`src/rtl/corescore_stream_pkg.sv`:
```
// Shared types and constants for the corescore byte-stream FIFO.
// Each stored entry is one byte of message data plus its end-of-packet flag.
package corescore_stream_pkg;

   localparam int BYTE_W        = 8;
   localparam int ENTRY_W       = 9;
   localparam int DEFAULT_DEPTH = 64;

   typedef struct packed {
      logic              last;
      logic [BYTE_W-1:0] data;
   } entry_t;

endpackage

```
`src/rtl/corescore_stream_fifo_ram.sv`:
```
// Simple dual-port storage: one write port, one synchronous read port with enable.
// The read register doubles as the FIFO output stage, so it only updates when re is high.
module corescore_stream_fifo_ram
   import corescore_stream_pkg::*;
#(
   parameter  int DEPTH = DEFAULT_DEPTH,
   localparam int AW    = $clog2(DEPTH)
) (
   input  logic          clk,
   input  logic          we,
   input  logic [AW-1:0] waddr,
   input  entry_t        wdata,
   input  logic          re,
   input  logic [AW-1:0] raddr,
   output entry_t        rdata
);

   entry_t mem [DEPTH];

   always_ff @(posedge clk) begin
      if (we) mem[waddr] <= wdata;
      if (re) rdata <= mem[raddr];
   end

endmodule

```
`src/rtl/corescore_stream_fifo.sv`:
```
// Elastic byte FIFO between the corescore message stream and the UART emitter.
// Optional whole-packet release is enabled by defining CORESCORE_STREAM_FIFO_PKT_MODE_EN.
module corescore_stream_fifo
   import corescore_stream_pkg::*;
#(
   parameter  int DEPTH = DEFAULT_DEPTH,
   localparam int AW    = $clog2(DEPTH)
) (
   input  logic              i_clk,
   input  logic              i_rst_n,
   input  logic [BYTE_W-1:0] i_tdata,
   input  logic              i_tlast,
   input  logic              i_tvalid,
   output logic              o_tready,
   output logic [BYTE_W-1:0] o_tdata,
   output logic              o_tlast,
   output logic              o_tvalid,
   input  logic              i_tready,
   output logic [AW:0]       o_level
);

   // Handshake: a byte moves on a rising edge where valid && ready are both high;
   // a raised valid holds its data until that transfer and never depends on ready.
   localparam logic [AW:0] FULL_XOR = {1'b1, {AW{1'b0}}};
   localparam logic [AW:0] ONE      = {{AW{1'b0}}, 1'b1};

   logic [AW:0] wr_ptr, rd_ptr, wr_ptr_nx, rd_ptr_nx, level, load_ptr;
   logic        tready_q, tvalid_q;
   logic        do_wr, do_rd, do_load, stored_ahead, release_ok;
   entry_t      wr_entry, rd_entry;

   // rd_ptr addresses the entry held in the output register, so the next fetch is one beyond it.
   assign level        = wr_ptr - rd_ptr;
   assign do_wr        = i_rst_n && i_tvalid && tready_q;
   assign do_rd        = tvalid_q && i_tready;
   assign stored_ahead = level > {{AW{1'b0}}, tvalid_q};
   assign load_ptr     = rd_ptr + {{AW{1'b0}}, tvalid_q};
   assign do_load      = i_rst_n && (!tvalid_q || i_tready) && stored_ahead && release_ok;
   assign wr_ptr_nx    = do_wr ? wr_ptr + ONE : wr_ptr;
   assign rd_ptr_nx    = do_rd ? rd_ptr + ONE : rd_ptr;
   assign wr_entry     = '{last: i_tlast, data: i_tdata};

`ifdef CORESCORE_STREAM_FIFO_PKT_MODE_EN
   logic [AW:0] pkt_cnt, complete_ahead;
   logic        full, draining, in_packet;

   // A full buffer with no complete packet is an oversize message: release it to avoid deadlock.
   assign full           = (wr_ptr ^ rd_ptr) == FULL_XOR;
   assign in_packet      = tvalid_q ? !rd_entry.last : draining;
   assign complete_ahead = pkt_cnt - {{AW{1'b0}}, tvalid_q && rd_entry.last};
   assign release_ok     = in_packet || full || (complete_ahead != '0);

   always_ff @(posedge i_clk) begin
      if (!i_rst_n) begin
         pkt_cnt  <= '0;
         draining <= 1'b0;
      end else begin
         case ({do_wr && i_tlast, do_rd && rd_entry.last})
            2'b10:   pkt_cnt <= pkt_cnt + ONE;
            2'b01:   pkt_cnt <= pkt_cnt - ONE;
            default: pkt_cnt <= pkt_cnt;
         endcase
         if (do_rd) draining <= !rd_entry.last;
      end
   end
`else
   assign release_ok = 1'b1;
`endif

   always_ff @(posedge i_clk) begin
      if (!i_rst_n) begin
         wr_ptr   <= '0;
         rd_ptr   <= '0;
         tvalid_q <= 1'b0;
         tready_q <= 1'b0;
      end else begin
         wr_ptr   <= wr_ptr_nx;
         rd_ptr   <= rd_ptr_nx;
         tready_q <= (wr_ptr_nx ^ rd_ptr_nx) != FULL_XOR;
         if (do_load)    tvalid_q <= 1'b1;
         else if (do_rd) tvalid_q <= 1'b0;
      end
   end

   corescore_stream_fifo_ram #(.DEPTH(DEPTH)) u_ram (
      .clk   (i_clk),
      .we    (do_wr),
      .waddr (wr_ptr[AW-1:0]),
      .wdata (wr_entry),
      .re    (do_load),
      .raddr (load_ptr[AW-1:0]),
      .rdata (rd_entry)
   );

   assign o_tready = tready_q;
   assign o_tvalid = tvalid_q;
   assign o_tdata  = rd_entry.data;
   assign o_tlast  = rd_entry.last;
   assign o_level  = level;

endmodule
```
`config.mk`:
```
export PLATFORM = sky130hd
export DESIGN_NAME = corescore_stream_fifo
export DESIGN_NICKNAME = d
export VERILOG_FILES = /design/src/rtl/corescore_stream_pkg.sv /design/src/rtl/corescore_stream_fifo_ram.sv /design/src/rtl/corescore_stream_fifo.sv
export SDC_FILE = /design/constraint.sdc
export NUM_CORES = 1
export LEC_CHECK = 0
export CORE_AREA = 2 2 248 250
export CTS_CLUSTER_DIAMETER = 60
export CTS_CLUSTER_SIZE = 14
export DETAILED_ROUTE_END_ITERATION = 10
export DIE_AREA = 0 0 250 252
export DONT_BUFFER_PORTS = 1
export PLACE_DENSITY = 0.61
export SYNTH_ARGS = -nofsm -noshare
export SYNTH_HDL_FRONTEND = slang
export SYNTH_SLANG_ARGS = --single-unit
```
`constraint.sdc`:
```
create_clock -name i_clk -period 4.2 [get_ports i_clk]
set_clock_uncertainty 0.1 [all_clocks]
set_input_delay 0.21 -clock i_clk [delete_from_list [all_inputs] [get_ports i_clk]]
set_output_delay 0.21 -clock i_clk [all_outputs]
set_load 0.03 [all_outputs]
```
### After elaboration in Yosys (flattened, before gate mapping)

Memories as Yosys holds them, arrays and structs flattened. A register that Yosys moved wholly into a read port is not among the register bits.
Index checks and enable logic that the tools add are counted.

* memories: 1
* RAM bits: 576
* logic and storage cells: 26
* register bits: 16
* output and inout bits: 18
* input bits: 13

Memory list
* u_ram.mem: words 64, width 9, read ports 1, clocked after memory_dff 1, write ports 1, RTL line corescore_stream_fifo_ram.sv:18 `entry_t mem [DEPTH];`

* mux-type cells: 6
* reductions and logical operators: 8
* magnitude comparators: 1
* eq/ne operators: 1
* bitwise operators: 1
* add/sub/neg operators: 4

Operators by type and width (count)
* adder 7 x 1 -> 7 bit (second input constant): 2
* two-way mux 7 bit: 2
* greater-than comparator 7 x 1 -> 1 bit: 1
* inequality test 7 bit (second input constant): 1
* subtractor 7 bit: 1
* bitwise XOR 7 bit: 1
* adder 6 x 1 -> 6 bit: 1
* logical AND 1 bit: 5
* two-way mux 1 bit: 4
* nonzero test 2 bit: 1
* zero test 1 bit: 1
* logical OR 1 bit: 1

### Longest topological paths before layout

* word-level depth: 5
* mapped depth: 10
* mapped depth without buffers: 9

### Hierarchy

From an unflattened synthesis, not the netlist that was laid out.

* cells, all modules: 1165
* area, all modules: 23905.4 µm²

By module, submodules not included
* corescore_stream_fifo_ram: seq. area each 17566.8 µm², area each 22684.3 µm², cells an instance 1020, instances 1
* corescore_stream_fifo: seq. area each 320.3 µm², area each 1221.2 µm², cells an instance 145, instances 1

### Worst setup path after synthesis

OpenSTA, ideal clock, no wires.

* path kind: reg2reg
* from: register wr_ptr[0]
* to: register, netlist name u_ram.rdata[0]
* arrival: 2.690 ns
* cell stages (with the launch flop): 11
* setup slack: 1.029 ns
* cell sequence: dfxtp_1 -> clkbuf_1 -> inv_1 -> ha_1 -> inv_1 -> fa_1 -> a21o_1 -> a21oi_1 -> xnor2_1 -> a2111oi_0 -> a31oi_1

* longest elaborated chain between the ends: 3

RTL lines
* start: declaration: RTL line corescore_stream_fifo.sv:27 `logic [AW:0] wr_ptr, rd_ptr, wr_ptr_nx, rd_ptr_nx, level, load_ptr;`
* start signal: assignment: RTL line corescore_stream_fifo.sv:77 `wr_ptr <= wr_ptr_nx;`
* subtractor 7 bit: RTL line corescore_stream_fifo.sv:33 `assign level = wr_ptr - rd_ptr;`
* via o_level[4]: RTL line corescore_stream_fifo.sv:19 `output logic [AW:0] o_level`
* greater-than comparator 7 x 1 -> 1 bit: RTL line corescore_stream_fifo.sv:36 `assign stored_ahead = level > {{AW{1'b0}}, tvalid_q};`
* logical AND 1 bit: RTL line corescore_stream_fifo.sv:38 `assign do_load = i_rst_n && (!tvalid_q || i_tready) && stored_ahead && release_ok;`
* via do_load: RTL line corescore_stream_fifo.sv:29 `logic do_wr, do_rd, do_load, stored_ahead, release_ok;`

The timed path passes the listed nets, and every way through them passes these cells.
A chain may end at the register's enable or synchronous reset.

### Worst setup path in the final report

* from: register wr_ptr[0]
* to: register, netlist name u_ram.rdata[8]

* longest elaborated chain between the ends: 3

RTL lines (RTL line)
* subtractor 7 bit: corescore_stream_fifo.sv:33
* via o_level[4]: corescore_stream_fifo.sv:19
* greater-than comparator 7 x 1 -> 1 bit: corescore_stream_fifo.sv:36
* logical AND 1 bit: corescore_stream_fifo.sv:38
* via do_load: corescore_stream_fifo.sv:29

The timed path passes the listed nets, and every way through them passes these cells.

==> flow_summary_export.csv <==
group,metric,value,unit
status,outcome,"complete, no violations",
clocking,post_cts_buffers,0,
placed_design,port_buffers,0,
timing,hold_ws,0.0388,ns
worst_setup_path,crit_slowest_cell,"a2111oi_0",
power_and_ir_drop,p_per_area,517,nW/um^2
clocking,htreeDepth,2,
global_routing,antenna_found_initial,1,
timing,max_freq,284,MHz
worst_setup_path,arrival,3.79,ns
timing,tns,0,ns
die,placementRows,90,
yosys,yosysSeqAreaShare,0.748,
power_and_ir_drop,p_clk_frac,0.309,
die,die_w,250,um
yosys,async_flop_share,0,
worst_setup_path,cpPeakStageDelay,0.76,ns
placed_design,place_congestion,0.793,
worst_setup_path,cp_max_fo,9,
power_and_ir_drop,combinationalPowerShare,0.205,
global_routing,grt.total_usage,0.173,
worst_setup_path,crit_required,4.46,ns
yosys,yosysWarnings,0,
global_routing,grt_pass1_vias,11600,
cells_and_area,final_cells,2014,
detailed_routing,num_vias,11500,
timing,slew_viol_final,0,
timing,worst_slack,0.678,ns
worst_setup_path,crit_start,"wr_ptr[0]",
yosys,ys.flop_type,"edfxtp_1",
timing,rsz0062_at_grt,"no",
die,coreArea,60100,um^2
cells_and_area,fin_util,0.447,
flow_run,maxCapViolCount,0,
placed_design,hpwl,32000,um
clocking,cts_buffer_depth,3,
die,die_h,252,um
placed_design,placed_area,25100,um^2
yosys,synth_seq_cells,601,
cells_and_area,layout.nets,1244,
worst_setup_path,endpoint_kind,"register",
clocking,clkTransAtPathRegs,0.07,ns
placed_design,pre_cts_slack,0.650,ns
power_and_ir_drop,peakVddDrop,0.000298,V
die,dieArea,63000,um^2
timing,max-slew-margin-rel,0.173,
clocking,numCtsBuffers,51,
clocking,cts_sinks,601,
worst_setup_path,critPathBufInv,3,
worst_setup_path,crit_type,"register to register",
global_routing,grt-ovfl-total,0,
worst_setup_path,path_cells,"inv_1 > ha_1 > inv_1 > fa_1 > a21o_1 > a21oi_1 > xnor2_1 > a2111oi_0 > a31oi_1 > buf_4",
die,start_util,0.398,
cells_and_area,areaGrowthSynthToFinish,12.5,%
die,pin_count,31,
yosys,syn-num-nets,1171,
timing,fin_crit,3.52,ns
power_and_ir_drop,leakagePower,8.14,nW
worst_setup_path,r2r_start,"wr_ptr[0]",
min_path,hp-class,"input pin to register",
timing,fin_crit_sh,0.839,
global_routing,grt_max_degree,65,
detailed_routing,first_iter_violations,1064,
power_and_ir_drop,power,13.9,mW
yosys,synth.cell_area,23900,um^2
yosys,avgSynthCellArea,20.9,um^2
clocking,clock_latency,0.61,ns
cells_and_area,stdcell_area,26900,um^2
clocking,clock_tree.root_cell,"clkbuf_16",
timing,hold_viol_final,0,
detailed_routing,drtAntennaViolNets,0,
power_and_ir_drop,switchingPower,3.58,mW
detailed_routing,post-route-drc-count,0,
detailed_routing,wl,54100,um
min_path,min-delay-start,"i_rst_n",
timing,worst_slew_pin_slew,1.24,ns
detailed_routing,wl_per_cell,26.9,um
cells_and_area,layout_common_cells,"585 x edfxtp_1, 162 x mux4_2, 87 x nor2_1",
placed_design,dp_cells,1926,
detailed_routing,dr.pass1.iters,5,
power_and_ir_drop,switching_share,0.258,
power_and_ir_drop,p_int,10.3,mW
timing,setup_viol,0,
yosys,synth_cell_types,56,
yosys,synth-edff-count,585,
cells_and_area,layout_commonest_cell,"edfxtp_1",
clocking,tritoncts,"built",
global_routing,grt_first_pass_wirelength,79600,um
power_and_ir_drop,p_seq_frac,0.486,
worst_setup_path,crit_family,"compound AO/OA/AOI/OAI gates",
detailed_routing,via_per_inst,5.69,
yosys,synthCells,1146,
worst_setup_path,startpoint_type,"register",
cells_and_area,drive_above_1_share,0.240,
worst_setup_path,cpMostUsedCell,"inv_1",
-- power by group through the flow --
stage / Clock [mW] / Combinational [mW] / Sequential [mW]
global route: 4.59 / 3.06 / 6.75
floorplan: 0 / 2.13 / 6.86
detailed placement: 0 / 2.79 / 6.88
CTS: 4.39 / 2.93 / 6.75
finish: 4.30 / 2.85 / 6.75
global placement: 0 / 2.78 / 6.88
-- routing by layer --
layer / up-vias / global-route usage / part of all wire / wire length, um
met2: 361 / 0.283 / 0.49 / 26700
li1: 4883 / - / - / -
met1: 6131 / 0.239 / 0.43 / 23000
met4: 0 / 0.0503 / 0.024 / 1300
met3: 89 / 0.0294 / 0.057 / 3090
met5: - / 0 / 0 / 0
-- cell usage after synthesis (3+ instances only) --
| library cell | instances | area [um^2] |
|---|---|---|
| a211oi_1 | 16 | 120 |
| a21oi_1 | 7 | 35.0 |
| a22oi_1 | 10 | 75.1 |
| a31oi_1 | 3 | 18.8 |
| a32o_1 | 6 | 60.1 |
| and2_1 | 24 | 150 |
| buf_2 | 20 | 100 |
| buf_4 | 8 | 60.1 |
| buf_6 | 6 | 67.6 |
| clkbuf_1 | 22 | 82.6 |
| dfxtp_1 | 16 | 320 |
| edfxtp_1 | 585 | 17600 |
| ha_1 | 11 | 138 |
| inv_1 | 14 | 52.6 |
| mux2i_1 | 15 | 150 |
| mux4_2 | 162 | 3650 |
| nand2_1 | 26 | 97.6 |
| nand3_1 | 13 | 65.1 |
| nand3b_1 | 4 | 30.0 |
| nand4_1 | 5 | 31.3 |
| nor2_1 | 87 | 327 |
| nor3_1 | 6 | 30.0 |
| o21a_1 | 3 | 22.5 |
| o21ai_0 | 5 | 25.0 |
| o2bb2ai_1 | 3 | 26.3 |
| o31ai_1 | 3 | 22.5 |
| o41ai_1 | 9 | 78.8 |
| or3_1 | 3 | 18.8 |
| or4_1 | 3 | 22.5 |
| xnor2_1 | 12 | 105 |
| xor2_1 | 6 | 52.6 |
-- logic make-up after synthesis --
group                      share of synthesized area
AOI/OAI and AO/OA                             0.0262
xor gates and xnor gates                     0.00869
adders and majority gates                    0.00659
buffers and inverters                         0.0152
DFF                                            0.748
muxes                                          0.159
and+or+nand+nor                               0.0363
-- tightest hold or removal path: stages --
cell	delay (ns)
and4_1	0.21
nand3_1	0.12
xor2_1	0.09
nor2_1	0.08
-- final timing paths --
check	to	slack, ns	cells after the start
setup / recovery	u_ram.rdata[8]	0.68	10
hold / removal	wr_ptr[4]	0.04	4
setup reg to reg	u_ram.rdata[8]	0.68	10
hold reg to reg	wr_ptr[6]	0.48	2
-- flip-flops by register name, summed over array words and instances (netlist names) --
register,count
u_ram.mem,576
o_tvalid,1
u_ram.rdata,9
wr_ptr,7
rd_ptr,7
o_tready,1
-- area by class of cell --
cell class              count  area, um^2
flip-flops and latches    601       17900
repair buffers             76         846
multi-input cells         475        5710
fillers                  5065       33200
well taps                 782         978
diodes                      2        5.00
clock buffers              53        1330
inverters                  14        52.6
clock inverters            11        85.1
-- timing repair --
item | CTS | global route
hold buffers | 22 | 0
gates resized for setup | 0 | 0
endpoints found under the setup margin | 0 | 0
hold endpoints to repair | 601 | 0
No activity file was read; power rests on OpenSTA's default activity.
